<file path="src/rtl/alu_bist_ctrl_pkg.sv">
// Shared types and constants for the ALU self-test controller.
// Vector table entries hold {a, b, cont, exp_result, exp_zero}.
package alu_bist_ctrl_pkg;

   typedef enum logic [1:0] {
      ST_IDLE  = 2'd0,
      ST_APPLY = 2'd1,
      ST_CHECK = 2'd2
   } state_e;

   localparam logic [2:0] ALU_AND = 3'b000;
   localparam logic [2:0] ALU_OR  = 3'b001;
   localparam logic [2:0] ALU_ADD = 3'b010;
   localparam logic [2:0] ALU_SUB = 3'b110;
   localparam logic [2:0] ALU_SLT = 3'b111;

   localparam int NUM_REPLICAS = 6;
   localparam int MIN_LIVE     = 4;

   typedef struct packed {
      logic [31:0] a;
      logic [31:0] b;
      logic [2:0]  cont;
      logic [31:0] exp_result;
      logic        exp_zero;
   } bist_vec_t;

   localparam bist_vec_t VEC_0 =
      '{32'hFFFF0000, 32'h0F0F0F0F, ALU_AND, 32'h0F0F0000, 1'b0};
   localparam bist_vec_t VEC_1 =
      '{32'h12340000, 32'h00005678, ALU_OR,  32'h12345678, 1'b0};
   localparam bist_vec_t VEC_2 =
      '{32'h7FFFFFFF, 32'h00000001, ALU_ADD, 32'h80000000, 1'b0};
   localparam bist_vec_t VEC_3 =
      '{32'h00000005, 32'h00000005, ALU_SUB, 32'h00000000, 1'b1};
   localparam bist_vec_t VEC_4 =
      '{32'h00000003, 32'h00000007, ALU_SLT, 32'h00000001, 1'b0};
   localparam bist_vec_t VEC_5 =
      '{32'hAAAAAAAA, 32'h55555555, ALU_OR,  32'hFFFFFFFF, 1'b0};
   localparam bist_vec_t VEC_6 =
      '{32'h00000000, 32'h00000000, ALU_AND, 32'h00000000, 1'b1};
   // SLT takes the sign of the raw difference; overflow is ignored.
   localparam bist_vec_t VEC_7 =
      '{32'h80000000, 32'h00000001, ALU_SLT, 32'h00000000, 1'b1};

   function automatic logic [2:0] popcount6(
      input logic [NUM_REPLICAS-1:0] m
   );
      logic [2:0] n;
      n = '0;
      for (int i = 0; i < NUM_REPLICAS; i++) begin
         n = n + {2'b00, m[i]};
      end
      return n;
   endfunction

endpackage

</file>
<file path="src/rtl/alu_bist_rom.sv">
// Self-test vector ROM: 3-bit index to operands, opcode and
// expected result/zero flag.
module alu_bist_rom
   import alu_bist_ctrl_pkg::*;
(
   input  logic [2:0] idx_i,
   output bist_vec_t  vec_o
);

   always_comb begin
      vec_o = VEC_0;
      unique case (idx_i)
         3'd0: vec_o = VEC_0;
         3'd1: vec_o = VEC_1;
         3'd2: vec_o = VEC_2;
         3'd3: vec_o = VEC_3;
         3'd4: vec_o = VEC_4;
         3'd5: vec_o = VEC_5;
         3'd6: vec_o = VEC_6;
         3'd7: vec_o = VEC_7;
      endcase
   end

endmodule

</file>
<file path="src/rtl/alu_bist_ctrl.sv">
// Shares the 6-replica ALU between the CPU and an opportunistic
// self-test that masks failing replicas and raises a sticky alarm.
module alu_bist_ctrl
   import alu_bist_ctrl_pkg::*;
#(
   parameter int IDLE_GAP = 16,
   parameter int GAP_W    = 8
) (
   input  logic         clk,
   input  logic         reset,
   input  logic         bist_en,
   input  logic         cpu_req,
   input  logic [31:0]  cpu_a,
   input  logic [31:0]  cpu_b,
   input  logic [2:0]   cpu_cont,
   output logic         cpu_grant,
   output logic [31:0]  alu_a,
   output logic [31:0]  alu_b,
   output logic [2:0]   alu_cont,
   input  logic [191:0] rep_result,
   input  logic [5:0]   rep_zero,
   output logic [5:0]   rep_mask,
   output logic         bist_busy,
   output logic         test_done,
   output logic [7:0]   fault_cnt,
   output logic         alarm
);

   localparam logic [GAP_W-1:0] GAP_MAX = GAP_W'(IDLE_GAP);

   state_e           state_q, state_d;
   logic [GAP_W-1:0] gap_q, gap_d, gap_inc;
   logic [2:0]       vec_idx_q, vec_idx_d;
   logic [5:0]       mask_q, mask_d;
   logic [7:0]       fcnt_q, fcnt_d;
   logic             alarm_q, alarm_d;
   logic             done_q, done_d;
   logic [5:0]       mism;
   bist_vec_t        vec;

   alu_bist_rom u_rom (
      .idx_i (vec_idx_q),
      .vec_o (vec)
   );

   // Masked replicas never count as mismatching.
   always_comb begin
      mism = '0;
      for (int i = 0; i < NUM_REPLICAS; i++) begin
         mism[i] = mask_q[i] &
            ((rep_result[32*i +: 32] != vec.exp_result) |
             (rep_zero[i] != vec.exp_zero));
      end
   end

   assign gap_inc = (gap_q == GAP_MAX) ? gap_q : gap_q + 1'b1;

   always_comb begin
      state_d   = state_q;
      gap_d     = gap_q;
      vec_idx_d = vec_idx_q;
      mask_d    = mask_q;
      fcnt_d    = fcnt_q;
      alarm_d   = alarm_q;
      done_d    = 1'b0;
      cpu_grant = 1'b0;
      bist_busy = 1'b1;
      alu_a     = vec.a;
      alu_b     = vec.b;
      alu_cont  = vec.cont;
      unique case (state_q)
         ST_IDLE: begin
            bist_busy = 1'b0;
            cpu_grant = cpu_req;
            alu_a     = cpu_a;
            alu_b     = cpu_b;
            alu_cont  = cpu_cont;
            if (cpu_req || !bist_en) begin
               gap_d = '0;
            end else if (gap_inc == GAP_MAX) begin
               gap_d   = '0;
               state_d = ST_APPLY;
            end else begin
               gap_d = gap_inc;
            end
         end
         ST_APPLY: begin
            state_d = ST_CHECK;
         end
         ST_CHECK: begin
            mask_d = mask_q & ~mism;
            if ((|mism) && (fcnt_q != 8'hFF)) begin
               fcnt_d = fcnt_q + 8'd1;
            end
            if (popcount6(mask_d) < 3'(MIN_LIVE)) begin
               alarm_d = 1'b1;
            end
            vec_idx_d = vec_idx_q + 3'd1;
            done_d    = 1'b1;
            gap_d     = '0;
            state_d   = ST_IDLE;
         end
         default: begin
            state_d = ST_IDLE;
         end
      endcase
   end

   always_ff @(posedge clk or posedge reset) begin
      if (reset) begin
         state_q   <= ST_IDLE;
         gap_q     <= '0;
         vec_idx_q <= '0;
         mask_q    <= 6'b111111;
         fcnt_q    <= '0;
         alarm_q   <= 1'b0;
         done_q    <= 1'b0;
      end else begin
         state_q   <= state_d;
         gap_q     <= gap_d;
         vec_idx_q <= vec_idx_d;
         mask_q    <= mask_d;
         fcnt_q    <= fcnt_d;
         alarm_q   <= alarm_d;
         done_q    <= done_d;
      end
   end

   assign rep_mask  = mask_q;
   assign fault_cnt = fcnt_q;
   assign alarm     = alarm_q;
   assign test_done = done_q;

endmodule

</file>
<file path="config.mk">
export PLATFORM = sky130hd
export DESIGN_NAME = alu_bist_ctrl
export DESIGN_NICKNAME = d
export VERILOG_FILES = /design/src/rtl/alu_bist_ctrl_pkg.sv /design/src/rtl/alu_bist_rom.sv /design/src/rtl/alu_bist_ctrl.sv
export SDC_FILE = /design/constraint.sdc
export NUM_CORES = 1
export LEC_CHECK = 0
export BUFFER_PORTS_ARGS = -buffer_cell sky130_fd_sc_hd__buf_4
export CAP_MARGIN = 25
export CORE_AREA = 2 2 138 140
export DETAILED_ROUTE_END_ITERATION = 8
export DIE_AREA = 0 0 140 142
export HOLD_SLACK_MARGIN = 0.02
export SLEW_MARGIN = 0
export SYNTH_ARGS = -nofsm -noshare
export SYNTH_HDL_FRONTEND = slang
export SYNTH_SLANG_ARGS = --single-unit
</file>
<file path="constraint.sdc">
create_clock -name clk -period 6.1 [get_ports clk]
set_clock_uncertainty 0.2 [all_clocks]
set_input_delay 0.61 -clock clk [delete_from_list [all_inputs] [get_ports clk]]
set_output_delay 0.61 -clock clk [all_outputs]
set_load 0.005 [all_outputs]
</file>
==> results.md <==
- Status: complete, but fails checks
- Failing checks: design-rule violations
- Max Fclk: 212 MHz
- Final antenna-violating net count: 0
- Max incr delay on CP: 690 ps
- Worst r2r path cells: 13
- Crit. End Element: flip-flop
- Commonest non-fill, non-tap cell in the layout: buf_4
- Tmin final: 4720 ps
- Worst-Skew Late Latency: 280 ps
- Maximum number of pins on one net before global-route repair: 66
- EDFF count, synth: 0
- Vias in the first global route: 5750
- Clk pin slew, worst setup/hold paths: 50 ps
- Die Y: 142 um
- Vias post-DR: 6056
- Pwr Density: 96.2 mW/mm^2
- Chip width: 140 um
- Setup crit end: alarm
- Final setup fails: 0
- Fill count: 1971
- Core Rows: 50
- Yosys reg bits: 29
- Synthesized net count: 873
- Iter 0 DRT Violations: 316
- DP HPWL: 18500 um
- Capturing point of the worst reg2reg path: alarm
- Clock sink total: 29
- Post-route insts no fill: 1161
- Final Hold Vio Count: 0
- Unique cell type count in the Yosys netlist: 73
- Starting density of the core: 23.4%
- Reg2Reg Launch Point: vec_idx_q[1]
- Multi-input logic area: 0.00335 mm^2
- First-pass GRT wire length: 32400 um
- Setup TNS: 0 ps
- Hold_buf cts: 0
- Fin util: 39.5%
- Fin crit share: 77.5%
- Sequential area share after synthesis: 17.0%
- Vias per cell: 5.22
- Ant diodes: 0
- Antenna violations before repair: 0
- CTS buffer count: 5
- Aggregate routed wire length: 22100 um
- Leakage: 3.47 nW
- CP startpoint: vec_idx_q[1]
- Most frequent cells in the layout: buf_4 (358), nand2_1 (71), o21ai_0 (34), nor2_1 (32), a21o_1 (32)
- Layout cells sized above 1: 42.3%
- Die ar.: 0.0199 mm^2
- Wire per inst: 19.0 um
- I/O pins: 354
- CP max stage cell: ha_2
- CP cell instances: inv_1 -> ha_2 -> mux2i_1 -> nor3_1 -> o22ai_1 -> or4_1 -> nor2_1 -> fa_1 -> fa_1 -> ha_1 -> nand3_1 -> o21ai_0 -> nand2b_1
- Ys async rst share: 100%
- # DRC: 25
- Worst-margin pin slew: 977 ps
- Final slew viol count: 0
- Worst setup path class: reg2reg
- Hold crit path type: in2async
- Rel. slew slack: 34.8%
- First-pass DRT Iterations: 8
- GPL Wtd Cong: 0.878
- Nature of the critical path startpoint: flip-flop
- Congestion Overflow GR: 0
- Crit-path most repeated cell: fa_1
- Critical Path AT: 4680 ps
- Post-CTS Setup Repair Bufs: 0
- Critical Path RT: 6060 ps
- Synthesized area: 0.00432 mm^2
- Delay-heaviest family, CP: adder cells
- Bufs on Longest Clock Path: 2
- Buf/Inv on CP: 1
- # port buffers: 353
- H-tree depth: 2
- Ys flop type: dfrtp_1
- Cells after DPL: 1153
- Unrepaired setup endpoints after global routing: false
- GRT Total Usage: 20.9%
- Yosys warns: 0
- Core box area: 0.0185 mm^2
- Max-cap violations: 0
- Crit-path max FO: 36
- # resized after CTS: 0
- Final nets: 1207
- TritonCTS clock tree: built
- Pwr Total: 702 uW
- R2R setup slack: 1380 ps
- Crit path depth: 13
- Root buf cell: clkbuf_16
- Maximum vdd ir drop: 81.5 uV
- Cell count after synthesis: 592
- Post-synthesis average cell area: 7.29 um^2
- P&R area growth vs syn: 68.9%
- Sequential cell area: 734 um^2
-- area by class of cell --
cell class / instances / area share (%)
sequential: 29 / 10.1
tap: 234 / 4.02
clock buffer: 8 / 2.01
inverter: 21 / 1.08
multi-input combinational: 511 / 46.0
timing repair buffer: 358 / 36.9
-- where the power goes --
group	switching [mW]	internal (mW)
Clock	0.0851	0.162
Combinational	0.0915	0.168
Sequential	0.00116	0.193
Total	0.178	0.524
-- worst min-delay path by stage --
stage                           start            to  slack, ps  cells after the start
after detailed placement        alarm         alarm        260                      1
final                           reset  fault_cnt[5]        210                      3
after CTS                       reset      gap_q[4]        230                      3
after global routing            reset  fault_cnt[7]        260                      3
after floorplan            state_q[1]    state_q[1]        230                      1
after global placement    rep_mask[5]   rep_mask[5]        280                      1
-- per-layer routing --
layer / GRT usage, % / part of all wire (%) / vias to the layer above
met2: 37.8 / 50 / 250
met4: 7.23 / 3.0 / 0
met3: 3.94 / 7.4 / 39
met1: 24.8 / 39 / 2827
met5: 0 / 0 / -
li1: - / - / 2940
-- flip-flops by register name (all words and copies together), names as in the netlist --
name / count
rep_mask: 6
fault_cnt: 8
alarm: 1
state_q: 2
gap_q: 8
test_done: 1
vec_idx_q: 3
-- cells by family (layout without fill, tap and decap cells) --
kind of cell,count (synthesis),count (layout),synth area share [%]
AO/OA/AOI/OAI,164,164,28.0
XOR/XNOR,28,28,5.68
multiplexers,14,14,3.48
buffers and inverters,52,387,5.60
adder cells (fa/ha/maj),12,12,3.83
AND/OR/NAND/NOR,293,293,36.5
flip-flops,29,29,17.0
-- worst register-to-register path: stages (launching register included) --
cell and delay [ps]:
dfrtp_1 370, inv_1 160, ha_2 690, mux2i_1 500
nor3_1 280, o22ai_1 140, or4_1 620, nor2_1 170
fa_1 460, fa_1 440, ha_1 280, nand3_1 60
o21ai_0 160, nand2b_1 80
-- cells in the mapped netlist, types with 3 or more instances --
library cell  number  area share [%]
nand2_1           71             6.2
o21ai_0           34             3.9
nor2_1            33             2.9
a21o_1            32             5.6
nand4_1           31             4.5
nor4_1            29             4.2
nand3_1           27             3.1
nor3_1            27             3.1
dfrtp_1           23              13
or4_1             23             4.0
inv_1             20             1.7
xor2_1            17             3.5
clkbuf_1          16             1.4
a21oi_1           15             1.7
o21a_1            14             2.4
and2_1            12             1.7
a31oi_1           11             1.6
and3_1            11             1.6
o22ai_1           11             1.6
xnor2_1           11             2.2
ha_1              10             2.9
mux2i_1           10             2.3
or3_1              8             1.2
buf_2              7            0.81
dfstp_2            6             3.7
o2111ai_1          5             1.0
o211ai_1           5            0.87
buf_6              4             1.0
nor3b_1            4            0.70
a211o_1            3            0.61
a21boi_0           3            0.52
nand2b_1           3            0.43
o31ai_1            3            0.52
-- per-stage QoR --
stage	area [um^2]	hold WS, ps	setup WS, ps
global route	7290	256	986
global placement	7140	283	1480
CTS	7290	232	1370
finish	7290	213	1380
detailed placement	7140	264	1400
floorplan	4320	227	2110
(Power assumes the default switching activity.)
